**src/rtl/sd_dat_pkg.sv**
```systemverilog
// Shared definitions for the SD DAT transmit serializer and receive deserializer.
package sd_dat_pkg;

  localparam int unsigned SD_DAT_N           = 32;
  localparam int unsigned SD_DAT_M           = 4;
  localparam int unsigned SD_DAT_BLOCK_WORDS = 128;

  localparam logic [3:0] DAT_IDLE_NIBBLE  = 4'hF;
  localparam logic [3:0] DAT_START_NIBBLE = 4'h0;

  typedef enum logic [1:0] {
    IDLE,
    START,
    DATA,
    END
  } dat_state_e;

  // Counter width for a 0..n-1 range, never narrower than one bit.
  function automatic int unsigned cnt_width(input int unsigned n);
    return (n > 1) ? $clog2(n) : 1;
  endfunction

endpackage

```
**src/rtl/sd_dat_tx_serializer_if.sv**
```systemverilog
// Write-data handshake between the write buffer (master) and the serializer (slave).
interface sd_dat_tx_serializer_if
  import sd_dat_pkg::*;
#(
  parameter int unsigned N = SD_DAT_N
) ();

  logic [N-1:0] word_in;
  logic         word_valid;
  logic         word_ready;

  modport master (output word_in, output word_valid, input word_ready);
  modport slave  (input word_in, input word_valid, output word_ready);

endinterface

```
**src/rtl/sd_dat_word_buffer.sv**
```systemverilog
// One-word holding register between the write handshake and the shift register.
module sd_dat_word_buffer
  import sd_dat_pkg::*;
#(
  parameter int unsigned N = SD_DAT_N
) (
  input  logic         sd_clock,
  input  logic         reset,
  input  logic [N-1:0] load_data,
  input  logic         load_valid,
  input  logic         take,
  input  logic         flush,
  output logic [N-1:0] hold,
  output logic         full
);

  logic load;

  assign load = load_valid && !full;

  // A flush also discards a word arriving on the same edge.
  always_ff @(posedge sd_clock or negedge reset) begin
    if (!reset) begin
      hold <= '0;
      full <= 1'b0;
    end else if (flush || take) begin
      full <= 1'b0;
    end else if (load) begin
      hold <= load_data;
      full <= 1'b1;
    end
  end

endmodule

```
**src/rtl/sd_dat_tx_serializer.sv**
```systemverilog
// Frames buffered N-bit words into one SD DAT block: start nibble, data, end nibble.
module sd_dat_tx_serializer
  import sd_dat_pkg::*;
#(
  parameter int unsigned N           = SD_DAT_N,
  parameter int unsigned M           = SD_DAT_M,
  parameter int unsigned BLOCK_WORDS = SD_DAT_BLOCK_WORDS
) (
  input  logic                   sd_clock,
  input  logic                   reset,
  input  logic                   start,
  sd_dat_tx_serializer_if.slave  wbuf,
  output logic [M-1:0]           serial,
  output logic                   dat_oe,
  output logic                   busy,
  output logic                   complete,
  output logic                   underrun
);

  localparam int unsigned NIBS  = N / M;
  localparam int unsigned NIB_W = cnt_width(NIBS);
  localparam int unsigned WRD_W = cnt_width(BLOCK_WORDS);
  localparam logic [NIB_W-1:0] LAST_NIB  = NIB_W'(NIBS - 1);
  localparam logic [WRD_W-1:0] LAST_WORD = WRD_W'(BLOCK_WORDS - 1);

  dat_state_e       state;
  logic [N-1:0]     shift;
  logic [NIB_W-1:0] nib_cnt;
  logic [WRD_W-1:0] word_cnt;
  logic [N-1:0]     hold;
  logic             hold_full;
  logic             take;
  logic             flush;

  assign wbuf.word_ready = !hold_full;

  sd_dat_word_buffer #(.N(N)) u_word_buffer (
    .sd_clock   (sd_clock),
    .reset      (reset),
    .load_data  (wbuf.word_in),
    .load_valid (wbuf.word_valid),
    .take       (take),
    .flush      (flush),
    .hold       (hold),
    .full       (hold_full)
  );

  // Word boundaries: the hold register either feeds the shift register or the block aborts.
  always_comb begin
    take  = 1'b0;
    flush = 1'b0;
    case (state)
      START: take = hold_full;
      DATA: begin
        if (nib_cnt == LAST_NIB && word_cnt != LAST_WORD) begin
          take  = hold_full;
          flush = !hold_full;
        end
      end
      default: ;
    endcase
  end

  always_ff @(posedge sd_clock or negedge reset) begin
    if (!reset) begin
      state    <= IDLE;
      shift    <= '0;
      nib_cnt  <= '0;
      word_cnt <= '0;
      serial   <= DAT_IDLE_NIBBLE[M-1:0];
      dat_oe   <= 1'b0;
      busy     <= 1'b0;
      complete <= 1'b0;
      underrun <= 1'b0;
    end else begin
      complete <= 1'b0;
      case (state)
        IDLE: begin
          serial <= DAT_IDLE_NIBBLE[M-1:0];
          dat_oe <= 1'b0;
          busy   <= 1'b0;
          if (start) begin
            state    <= START;
            underrun <= 1'b0;
            serial   <= DAT_START_NIBBLE[M-1:0];
            dat_oe   <= 1'b1;
            busy     <= 1'b1;
          end
        end
        START: begin
          if (hold_full) begin
            state    <= DATA;
            serial   <= hold[N-1 -: M];
            shift    <= hold << M;
            nib_cnt  <= '0;
            word_cnt <= '0;
          end else begin
            state    <= IDLE;
            underrun <= 1'b1;
            serial   <= DAT_IDLE_NIBBLE[M-1:0];
            dat_oe   <= 1'b0;
            busy     <= 1'b0;
          end
        end
        DATA: begin
          if (nib_cnt != LAST_NIB) begin
            serial  <= shift[N-1 -: M];
            shift   <= shift << M;
            nib_cnt <= nib_cnt + NIB_W'(1);
          end else if (word_cnt == LAST_WORD) begin
            state    <= END;
            serial   <= DAT_IDLE_NIBBLE[M-1:0];
            complete <= 1'b1;
          end else if (hold_full) begin
            serial   <= hold[N-1 -: M];
            shift    <= hold << M;
            nib_cnt  <= '0;
            word_cnt <= word_cnt + WRD_W'(1);
          end else begin
            state    <= IDLE;
            underrun <= 1'b1;
            serial   <= DAT_IDLE_NIBBLE[M-1:0];
            dat_oe   <= 1'b0;
            busy     <= 1'b0;
          end
        end
        END: begin
          state  <= IDLE;
          serial <= DAT_IDLE_NIBBLE[M-1:0];
          dat_oe <= 1'b0;
          busy   <= 1'b0;
        end
        default: state <= IDLE;
      endcase
    end
  end

endmodule

```
**src/flat_wrapper.sv**
```systemverilog
// flat-port wrapper written by rule: the top's interface ports become plain ports
module sd_dat_tx_serializer_flat import sd_dat_pkg::*;
#(
  parameter int unsigned N           = SD_DAT_N,
  parameter int unsigned M           = SD_DAT_M,
  parameter int unsigned BLOCK_WORDS = SD_DAT_BLOCK_WORDS
)
  (sd_clock, reset, start, serial, dat_oe, busy, complete, underrun, wbuf_word_in, wbuf_word_valid, wbuf_word_ready);
  sd_dat_tx_serializer_if #(.N(N)) wbuf_i ();
  input  logic sd_clock;
  input  logic reset;
  input  logic start;
  output logic [M-1:0] serial;
  output logic dat_oe;
  output logic busy;
  output logic complete;
  output logic underrun;
  input wire logic [$bits(wbuf_i.word_in)-1:0] wbuf_word_in;
  input wire logic [$bits(wbuf_i.word_valid)-1:0] wbuf_word_valid;
  output wire logic [$bits(wbuf_i.word_ready)-1:0] wbuf_word_ready;
  assign wbuf_i.word_in = wbuf_word_in;
  assign wbuf_i.word_valid = wbuf_word_valid;
  assign wbuf_word_ready = wbuf_i.word_ready;
  sd_dat_tx_serializer #(.N(N), .M(M), .BLOCK_WORDS(BLOCK_WORDS)) u_core (.sd_clock(sd_clock), .reset(reset), .start(start), .wbuf(wbuf_i), .serial(serial), .dat_oe(dat_oe), .busy(busy), .complete(complete), .underrun(underrun));
endmodule
```
**config.mk**
```make
export PLATFORM = sky130hd
export DESIGN_NAME = sd_dat_tx_serializer_flat
export DESIGN_NICKNAME = d
export VERILOG_FILES = /design/src/rtl/sd_dat_pkg.sv /design/src/rtl/sd_dat_tx_serializer_if.sv /design/src/rtl/sd_dat_word_buffer.sv /design/src/rtl/sd_dat_tx_serializer.sv /design/src/flat_wrapper.sv
export SDC_FILE = /design/constraint.sdc
export NUM_CORES = 1
export LEC_CHECK = 0
export ABC_AREA = 1
export CORE_AREA = 4 4 89 124
export DETAILED_ROUTE_END_ITERATION = 10
export DIE_AREA = 0 0 93 128
export GPL_ROUTABILITY_DRIVEN = 0
export PLACE_DENSITY = 0.72
export SETUP_SLACK_MARGIN = 0.02
export SYNTH_ARGS = -nofsm -noshare
export SYNTH_HDL_FRONTEND = slang
export SYNTH_SLANG_ARGS = --single-unit
export TNS_END_PERCENT = 30
```
**constraint.sdc**
```tcl
create_clock -name sd_clock -period 2.7 [get_ports sd_clock]
set_input_delay 0.27 -clock sd_clock [delete_from_list [all_inputs] [get_ports sd_clock]]
set_output_delay 0.27 -clock sd_clock [all_outputs]
set_load 0.005 [all_outputs]
```
Word level (Yosys, flattened, before mapping):

Cells that the tools add are included.
Widths: inputs -> output; s select.

* flip-flop bits (word level): 85
* latch bits: 0
* bits in writable memories: 0
* bits in read-only memories: 0
* memories: 0

* add/sub/neg operators: 2
* $mul: 0
* div/mod/pow operators: 0
* order comparisons: 0
* equality and inequality tests: 14
* shift-type cells: 0
* muxes and demuxes: 47
* bitwise logic cells: 1
* reduce and logical (&&, ||, !) cells: 14

Operator list (number)
* $mux 32: 3
* $pmux 32 s2: 1
* $mux 7: 4
* $mux 1: 19
* $mux 4: 4
* $pmux 4 s4: 1
* $pmux 7 s2: 1
* $mux 2: 5
* $ne 2x2->1 const B: 5
* $mux 3: 3
* $pmux 1 s4: 2
* $pmux 2 s4: 1
* $add 7x1->7 const B: 1
* $eq 7x7->1 const B: 1
* $ne 7x7->1 const B: 1
* $ne 3x2->1 const B: 2
* $pmux 3 s2: 1
* $reduce_and 2->1: 3
* $reduce_and 5->1: 1
* $eq 2x2->1 const B: 2
* $reduce_and 4->1: 1
* $reduce_bool 2->1: 2
* $add 3x1->3 const B: 1
* $eq 3x3->1 const B: 1
* other kinds (11): 12

Longest topological paths before layout:

Gate-level depths: netlist (run 1).

* depth after elaboration: 7
* mapped depth: 11
* gate-level depth less buffers: 10

Modules after synthesis:

From an unflattened synthesis (run 1), not the netlist that was laid out.

* cell total of the unflattened synthesis: 539
* area, all modules: 4316.6 um2

Modules (own cells, without submodules)
* sd_dat_tx_serializer: instances 1, cells each 396, area an instance 2955.3 um2
* sd_dat_word_buffer: instances 1, cells each 143, area an instance 1361.3 um2

Worst setup path before layout (run 1):

OpenSTA, ideal clock, no wires.

* path kind: flip-flop to flip-flop
* from: register u_core.nib_cnt[0]
* to: register u_core.state[1]
* setup time: 0.124 ns
* arrival: 1.535 ns
* data required time: 2.576 ns
* slack: 1.042 ns
* cell stages (with the launch flop): 9
* clock period less this slack: 1.658 ns
* cell sequence: dfrtp_1 ha_1 ha_1 buf_2 inv_2 buf_2 nand2_1 nand3_1 o21ai_1

* cells in the longest elaborated chain, start to end: 3

Ends and longest elaborated chain
* from (decl): RTL line sd_dat_tx_serializer.sv:28 `logic [NIB_W-1:0] nib_cnt;`
* from (signal assigned): RTL line sd_dat_tx_serializer.sv:109 `nib_cnt <= nib_cnt + NIB_W'(1);`
* $ne 3x3->1: RTL line sd_dat_tx_serializer.sv:106 `if (nib_cnt != LAST_NIB) begin`
* $ne 2x2->1 (no source line)
* $reduce_and 3->1 (no source line)
* to (signal assigned): RTL line sd_dat_tx_serializer.sv:111 `state <= END;`
* to (signal assigned): RTL line sd_dat_tx_serializer.sv:120 `state <= IDLE;`
* to (signal assigned): RTL line sd_dat_tx_serializer.sv:128 `state <= IDLE;`
* to (decl): RTL line sd_dat_tx_serializer.sv:26 `dat_state_e state;`

Every way passes these cells.
A chain may end at the register's enable or synchronous reset.

Worst setup path after layout (run 1):

* from: register u_core.nib_cnt[0]
* to: register u_core.nib_cnt[2]

* cells in the longest elaborated chain, start to end: 3

Ends and longest elaborated chain (RTL line)
* $add 3x1->3 or $ne 3x3->1 (tied branches): sd_dat_tx_serializer.sv:109, sd_dat_tx_serializer.sv:106
* $mux 3 or $ne 3x2->1 (tied branches)
* $pmux 3 s2 or $reduce_and 2->1 (tied branches)

Parallel ways exist; a longest one is shown, timed or not.

==> results.yml, run 1 <==
placement:
  portBuffers: 44
  place_ws_ns: 0.6425
  dp_hpwl_um: 7625
  place_inst: 860
  placed_area_sq_um: 5331
die:
  die_h_um: 128
  io-pin-count: 45
  start_util_pct: 49.05
  fp.dieW_um: 93
  dieArea_sq_um: 11900
  core_area_sq_um: 9899
  row_count: 43
drt:
  drt_iter0_markers: 286
  first_pass_iters: 4
  drt_wl_total_um: 11430
  ant_nets: 0
  drt-vias-per-instance: 5.056
  via_count: 4434
  drc_errors: 0
  wire_per_inst_um: 13.03
clock_tree:
  cts-hold-fix-buffers: 1
  path_clk_slew_ns: 0.06
  cts_post_setup_buffers_inserted: 0
  h-tree-depth: 3
  cts_buffer_depth: 2
  numCtsBuffers: 9
  cts_tree: "yes"
  cts.sinks: 85
  postCtsResizedCells: 0
  clockRootBuffer: "clkbuf_16"
  clock_latency_ns: 0.35
timing:
  hold_viol_final: 0
  setup_viol: 0
  min_period_over_period_pct: 74.77
  worst_slew_pin_slew_ns: 0.5640
  relSlewSlack_pct: 62.35
  period_minus_slack_ns: 2.019
  fmax_ghz: 0.4953
  finalClockSkew_ns: 0.008730
  rsz0062_at_grt: "false"
  setup_ws_ns: 0.6811
  drv_slew: 0
  fin_setup_tns_ns: 0
synthesis:
  synth-seq-area-share_pct: 43.91
  synth_most_common_cell: "nand2_1"
  synth_top_area_share_pct: 41.74
  synth_cell_type_count: 24
  synth_edf_count: 0
  synth_top_area_cell: "dfrtp_1"
  yosys_register_bits: 85
  synth_area_sq_um: 4856
  ys.flop_type: "dfrtp_1"
  synthTopCellsByArea: "dfrtp_1 42%, nand2_1 31%, nand3_1 4.3%, o21ai_0 3.6%, inv_1 2.5%"
  syn_area_per_cell_sq_um: 6.839
  synth_common_cells: "403 x nand2_1, 81 x dfrtp_1, 42 x nand3_1"
  postSynthCellCount: 710
  synth_nets: 754
  yosys_warnings: 0
  async_flop_share_pct: 100.0
global_routing:
  grt_use_met1_pct: 23.83
  grt_max_degree: 52
  overflow: 0
  grt_pass1_wl_um: 20340
  track_usage_pct: 21.11
  antenna_found_initial: 0
  use_met2_pct: 38.61
  grt_pass1_vias: 4699
  met3_usage_pct: 2.466
  gr-max-usage-layer: "met2"
setup_path:
  r2r-start: "u_core.nib_cnt[0]"
  worstSetupStartpoint: "u_core.nib_cnt[0]"
  cp-start-kind: "flip-flop"
  cp.arrival_ns: 2.25
  path_cells: "ha_1 -> ha_1 -> buf_4 -> inv_2 -> o21ai_0 -> nand2_1 -> o21ai_0 -> nand2_1 -> nand2_1"
  cp_common_cell: "nand2_1"
  max_stage_delay_ns: 0.42
  worst_setup_path_end_kind: "flip-flop"
  criticalPathCategory: "flip-flop to flip-flop"
  cp_slowest_cell: "dfrtp_1"
  required_ns: 2.93
  critPathMaxFanout: 25
pwr:
  p_per_area_nw_per_um2: 1020
  p_seq_share_pct: 35.8
  leakage_nw: 2.976
  internal-power_mw: 3.392
  clkPwrFrac_pct: 21.5
  p_switching_mw: 2.353
  switching_share_pct: 40.95
  pwr-share-comb_pct: 42.7
  total_power_mw: 5.745
  worst_ir_drop_vdd_mv: 0.3935
layout:
  seq_area_sq_um: 2132
  stdcell_area_sq_um: 5630
  diodes: 0
  area_delta_synth_final_pct: 15.95
  fillCellCount: 992
  layout-drive-gt1-share_pct: 6.739
  final_cell_count_no_fill: 877
  multiInputGateArea_sq_um: 2359
  nNetsFinal: 781
worst_hold_path:
  hp-class: "input pin to asynchronous set/reset pin"
flow_run:
  drv_cap: 0
run_status:
  status: "completed"
==> layout make-up <==
cell class	count	area share [%]
clock buffer	14	4.511
sequential	85	37.87
timing repair buffer	56	9.644
multi-input combinational	548	41.89
tap	135	3.000
inverter	37	2.467
clock inverter	2	0.6222
==> metal layers <==
| metal | wire (um) | part of all wire [%] |
|---|---|---|
| met2 | 5887 | 52 |
| met1 | 4858 | 43 |
| met4 | 342 | 3.0 |
| met5 | 0 | 0 |
| met3 | 339 | 3.0 |
==> path summary, 6_finish.rpt <==
| path | end | slack [ns] | cells past startpoint |
|---|---|---|---|
| max | u_core.nib_cnt[2] | 0.68 | 9 |
| min | u_core.busy | 0.44 | 2 |
| max reg2reg | u_core.nib_cnt[2] | 0.68 | 9 |
| min reg2reg | u_core.busy | 0.47 | 2 |
| max in group asynchronous | u_core.shift[19] | 1.61 | 3 |
| min in group sd_clock | u_core.busy | 0.47 | 2 |
==> power groups by stage <==
stage	Combinational, mW	Clock [mW]	Sequential [mW]
6_report	2.45	1.24	2.06
5_1_grt	2.87	1.30	2.12
4_1_cts	2.48	1.26	2.05
3_5_place_dp	2.46	0	2.07
3_3_place_gp	2.38	0	2.06
2_1_floorplan	1.90	0	2.00
==> layout by cell type, fill, tap and decap left out, types with 3 or more instances in the layout <==
| cell type | Yosys | routed |
|---|---|---|
| o21ai_0 | 35 | 35 |
| or2_2 | 6 | 6 |
| dfstp_2 | 4 | 4 |
| nand2_1 | 403 | 403 |
| inv_1 | 32 | 32 |
| o21ai_1 | 20 | 20 |
| nand3_1 | 42 | 42 |
| inv_2 | 5 | 5 |
| nand2_4 | 4 | 4 |
| buf_4 | 6 | 11 |
| clkdlybuf4s50_1 | 0 | 43 |
| nand4_1 | 3 | 3 |
| dfrtp_1 | 81 | 81 |
| a21oi_1 | 13 | 13 |
| nand2_2 | 4 | 4 |
| o211ai_1 | 4 | 4 |
| clkbuf_1 | 8 | 4 |
| clkbuf_16 | 0 | 9 |
| ha_1 | 8 | 8 |
==> critical path, delay by kind of cell, from the launching register on <==
kind	cells	cell delay, ns
AOI/OAI and AO/OA	2	0.24
adders and majority gates	2	0.47
buffers and inverters	2	0.59
and+or+nand+nor	3	0.20
DFF	1	0.42
==> registers in the layout, summed over array words and instances, names as in the netlist <==
register / flops
u_core.busy: 1
u_core.complete: 1
u_core.dat_oe: 1
u_core.nib_cnt: 3
u_core.serial: 4
u_core.shift: 32
u_core.state: 2
u_core.u_word_buffer.full: 1
u_core.u_word_buffer.hold: 32
u_core.underrun: 1
u_core.word_cnt: 7
==> logic make-up after synthesis <==
group	after synthesis	share of synthesized area (%)
buffers and inverters	77	7.524
flip-flops	85	43.91
AND/OR/NAND/NOR	467	38.73
AO/OA/AOI/OAI	73	7.782
adder cells (fa/ha/maj)	8	2.061
==> per-stage QoR <==
stage,utilization (%),hold slack (ns)
floorplan,-,-0.02559
global placement,53.85,0.2825
detailed placement,53.85,0.2891
CTS,56.88,0.4668
global route,56.88,0.4851
finish,56.88,0.4410
Power figures use the tool's default switching activity.
==> run 2, diff against run 1 <==
==> constraint.sdc (replaced) <==
create_clock -name sd_clock -period 2.06 [get_ports sd_clock]
set_input_delay 0.206 -clock sd_clock [delete_from_list [all_inputs] [get_ports sd_clock]]
set_output_delay 0.206 -clock sd_clock [all_outputs]
set_load 0.005 [all_outputs]
==> results.yml, run 2 (synthesis gave the netlist of run 1 again) <==
timing:
  fmax_ghz: 0.5332
  finalClockSkew_ns: 0.006189
  relSlewSlack_pct: 75.24
  setup_ws_ns: 0.1847
  fin_setup_tns_ns: 0
  period_minus_slack_ns: 1.875
  setup_viol: 0
  drv_slew: 0
  min_period_over_period_pct: 91.03
  hold_viol_final: 0
  worst_slew_pin_slew_ns: 0.3714
  holdWs_ns: 0.3233
  rsz0062_at_grt: "false"
pwr:
  worst_ir_drop_vdd_mv: 0.6710
  clkPwrFrac_pct: 23.5
  p_seq_share_pct: 34.3
  internal-power_mw: 4.717
  total_power_mw: 7.845
  pwr-share-comb_pct: 42.2
  p_switching_mw: 3.128
  leakage_nw: 3.030
  switching_share_pct: 39.88
  p_per_area_nw_per_um2: 1363
clock_tree:
  cts_tree: "yes"
  cts_post_setup_buffers_inserted: 0
  path_clk_slew_ns: 0.06
  cts_buffer_depth: 2
  cts.sinks: 85
  clock_latency_ns: 0.34
  clockRootBuffer: "clkbuf_16"
  numCtsBuffers: 9
  h-tree-depth: 3
layout:
  area_delta_synth_final_pct: 18.55
  stdcell_area_sq_um: 5757
  most-common-layout-cells: "403 x nand2_1, 81 x dfrtp_1, 43 x clkdlybuf4s50_1"
  final_cell_count_no_fill: 883
  final_util_pct: 58.15
  nNetsFinal: 787
  seq_area_sq_um: 2132
  final_common_cell: "nand2_1"
  multiInputGateArea_sq_um: 2376
  layout-drive-gt1-share_pct: 8.021
  diodes: 0
  reg_top3: "u_core.shift (32), u_core.u_word_buffer.hold (32), u_core.word_cnt (7)"
  fillCellCount: 930
die:
  row_count: 43
  start_util_pct: 49.05
  dieArea_sq_um: 11900
  die_h_um: 128
  io-pin-count: 45
  core_area_sq_um: 9899
  fp.dieW_um: 93
drt:
  via_count: 4493
  drt_wl_total_um: 11390
  drc_errors: 0
  drt_iter0_markers: 304
  wire_per_inst_um: 12.90
  drt-vias-per-instance: 5.088
  ant_nets: 0
  first_pass_iters: 5
global_routing:
  track_usage_pct: 20.71
  grt_pass1_vias: 4503
  overflow: 0
  grt_max_degree: 43
  antenna_found_initial: 0
  grt_pass1_wl_um: 19970
run_status:
  status: "completed"
setup_path:
  worstReg2RegEnd: "u_core.nib_cnt[0]"
  critPathMaxFanout: 19
  cp-start-kind: "flip-flop"
  cp.arrival_ns: 1.67
  reg2regPathDepth: 7
  reg2reg_setup_slack_ns: 0.20
  worst_setup_path_end_kind: "primary output"
  criticalPathCategory: "flip-flop to primary output"
  r2r-start: "u_core.nib_cnt[0]"
  required_ns: 1.85
placement:
  portBuffers: 44
  place_ws_ns: 0.08491
  place_inst: 866
  dp_hpwl_um: 7695
  placed_area_sq_um: 5376
worst_hold_path:
  hp-class: "input pin to asynchronous set/reset pin"
flow_run:
  drv_cap: 0
[run 2: changes by cell type in the layout (fill, tap and decap cells not counted), sizes merged]
cell and delta:
buf +6, bufinv +1, clkbuf -1
[run 2: cell type report]
class                           count  area share, %
Timing Repair Buffer               62          10.22
Inverter                           37          2.543
Sequential cell                    85          37.04
Tap cell                          135          2.934
Multi-Input combinational cell    548          41.27
Clock buffer                       13          4.869
Clock inverter                      3          1.130
[run 2: power groups by stage]
stage               clock (mW)  sequential (mW)  combinational (mW)
floorplan                    0             2.62                2.50
global placement             0             2.69                3.16
detailed placement           0             2.72                3.26
CTS                       1.87             2.69                3.30
global route              1.92             2.78                3.83
finish                    1.84             2.69                3.31
[run 2: routing by layer]
layer,wire length [um],share of wire (%),vias up,GRT usage (%)
met5,0,0,-,0
met4,274,2.4,0,7.593
met3,501,4.4,22,3.758
met2,5747,50,100,37.63
met1,4865,43,2098,24.07
li1,-,-,2273,-
[run 2: how the worst max path moves through the flow]
stage                                    from                             to  cells past startpoint
floorplan                   u_core.nib_cnt[0]                u_core.state[1]                      8
global placement              u_core.state[0]  u_core.u_word_buffer.hold[13]                      8
detailed placement            u_core.state[0]  u_core.u_word_buffer.hold[17]                      8
CTS                           u_core.state[0]   u_core.u_word_buffer.hold[1]                      8
global route                u_core.nib_cnt[0]              u_core.nib_cnt[0]                      7
finish              u_core.u_word_buffer.full                wbuf_word_ready                      2
[run 2: timing repair]
item | in CTS | in global routing
resized for setup | 0 | 7
hold buffers | 1 | 0
endpoints found under the hold margin | 21 | 0
setup endpoints to repair | 0 | 47
[run 2: critical path, cell delays in order (launching register included)]
cell,delay [ns]
dfrtp_1,0.43
inv_2,0.31
clkdlybuf4s50_1,0.58
==> run 3, diff against run 2 <==
--- a/config.mk
+++ b/config.mk
@@ -10,6 +10,7 @@
 export DETAILED_ROUTE_END_ITERATION = 10
 export DIE_AREA = 0 0 93 128
 export GPL_ROUTABILITY_DRIVEN = 0
+export GPL_TIMING_DRIVEN = 0
 export PLACE_DENSITY = 0.72
 export SETUP_SLACK_MARGIN = 0.02
 export SYNTH_ARGS = -nofsm -noshare
==> results.yml, run 3 (synthesis gave the netlist of run 1 again) <==
pwr:
  p_switching_mw: 3.264
  internal-power_mw: 4.890
  p_seq_share_pct: 33.2
  total_power_mw: 8.154
  clkPwrFrac_pct: 23.9
  worst_ir_drop_vdd_mv: 0.7112
  leakage_nw: 3.106
  switching_share_pct: 40.03
  p_per_area_nw_per_um2: 1385
  pwr-share-comb_pct: 43.0
drt:
  ant_nets: 0
  wire_per_inst_um: 14.24
  drt_iter0_markers: 355
  drt-vias-per-instance: 5.162
  drt_wl_total_um: 12920
  drc_errors: 0
  via_count: 4682
  first_pass_iters: 5
placement:
  portBuffers: 44
  placed_area_sq_um: 5490
  dp_hpwl_um: 9101
  place_inst: 890
setup_path:
  required_ns: 1.85
  cp.arrival_ns: 1.75
  cp-start-kind: "flip-flop"
  criticalPathCategory: "flip-flop to primary output"
  worst_setup_path_end_kind: "primary output"
  critPathMaxFanout: 10
die:
  core_area_sq_um: 9899
  die_h_um: 128
  row_count: 43
  io-pin-count: 45
  dieArea_sq_um: 11900
  start_util_pct: 49.05
  fp.dieW_um: 93
timing:
  hold_viol_final: 0
  min_period_over_period_pct: 95.03
  fin_setup_tns_ns: 0
  drv_slew: 0
  setup_viol: 0
  fmax_ghz: 0.5108
  rsz0062_at_grt: "false"
  worst_slew_pin_slew_ns: 0.5329
  finalClockSkew_ns: 0.006773
  period_minus_slack_ns: 1.958
  relSlewSlack_pct: 64.47
global_routing:
  grt_pass1_vias: 4643
  overflow: 0
  track_usage_pct: 22.42
  grt_pass1_wl_um: 21220
  antenna_found_initial: 0
  grt_max_degree: 48
worst_hold_path:
  hp-class: "input pin to asynchronous set/reset pin"
clock_tree:
  clockRootBuffer: "clkbuf_16"
  numCtsBuffers: 9
  cts_buffer_depth: 2
  cts_post_setup_buffers_inserted: 0
  cts.sinks: 85
  path_clk_slew_ns: 0.06
  h-tree-depth: 3
  clock_latency_ns: 0.34
  cts_tree: "yes"
layout:
  diodes: 0
  fillCellCount: 945
  layout-drive-gt1-share_pct: 9.456
  nNetsFinal: 811
  final_cell_count_no_fill: 907
  area_delta_synth_final_pct: 21.21
  final_common_cell: "nand2_1"
  stdcell_area_sq_um: 5886
  reg_top3: "u_core.shift (32), u_core.u_word_buffer.hold (32), u_core.word_cnt (7)"
  most-common-layout-cells: "403 x nand2_1, 81 x dfrtp_1, 43 x clkdlybuf4s50_1"
flow_run:
  drv_cap: 0
run_status:
  status: "completed"
[run 3: what timing repair did]
action	4_1_cts	5_1_grt
setup endpoints to repair	0	22
hold endpoints to repair	35	0
hold buffers	1	0
gates resized for setup	0	12
[run 3: power by group through the flow]
stage / clock network, mW / logic, mW / registers, mW
final: 1.95 / 3.50 / 2.70
after global routing: 2.03 / 3.97 / 2.78
after CTS: 1.96 / 3.49 / 2.70
after detailed placement: 0 / 3.44 / 2.72
after global placement: 0 / 3.32 / 2.71
after floorplan: 0 / 2.50 / 2.62
[run 3: final cells by class]
type | count | area (sq um) | area share, %
repair buffers | 46 | 475.5 | 8.078
well taps | 135 | 168.9 | 2.870
clock buffers | 13 | 270.3 | 4.592
plain buffers | 40 | 249.0 | 4.230
multi-input cells | 548 | 2361 | 40.11
flip-flops and latches | 85 | 2132 | 36.22
clock inverters | 3 | 90.09 | 1.531
inverters | 37 | 138.9 | 2.360
[run 3: path summary, 6_finish.rpt]
| kind | from | to | slack [ns] | cells after the start |
|---|---|---|---|---|
| min reg2reg | u_core.dat_oe | u_core.dat_oe | 0.47 | 2 |
| max in group asynchronous | reset | u_core.serial[3] | 1.00 | 3 |
| max reg2reg | u_core.nib_cnt[0] | u_core.shift[20] | 0.19 | 11 |
| min in group sd_clock | wbuf_word_in[8] | u_core.u_word_buffer.hold[8] | 0.42 | 3 |
| max | u_core.u_word_buffer.full | wbuf_word_ready | 0.10 | 4 |
| min | reset | u_core.u_word_buffer.hold[30] | 0.40 | 2 |
[run 3: critical path, cell delays in order (launching register included)]
cell	delay, ns
dfrtp_1	0.35
buf_2	0.17
inv_2	0.14
clkbuf_4	0.24
clkdlybuf4s50_1	0.52
[run 3: per-layer routing]
layer	up-vias	routed length [um]	global-route usage, %	part of all wire [%]
met5	-	0	0	0
met4	0	387	9.491	3.0
met3	35	661	3.406	5.1
met2	148	6699	41.20	52
met1	2177	5167	25.54	40
li1	2322	-	-	-
[run 3: per-stage QoR]
stage | setup slack [ns] | util (%) | hold slack [ns]
6_report | 0.1023 | 59.45 | 0.4003
5_1_grt | 0.03915 | 59.45 | 0.4225
4_1_cts | 0.05908 | 59.20 | 0.4107
3_5_place_dp | 0.1133 | 55.46 | 0.2203
3_3_place_gp | -2.270 | 55.21 | 0.4541
2_1_floorplan | 0.4017 | - | -0.08959
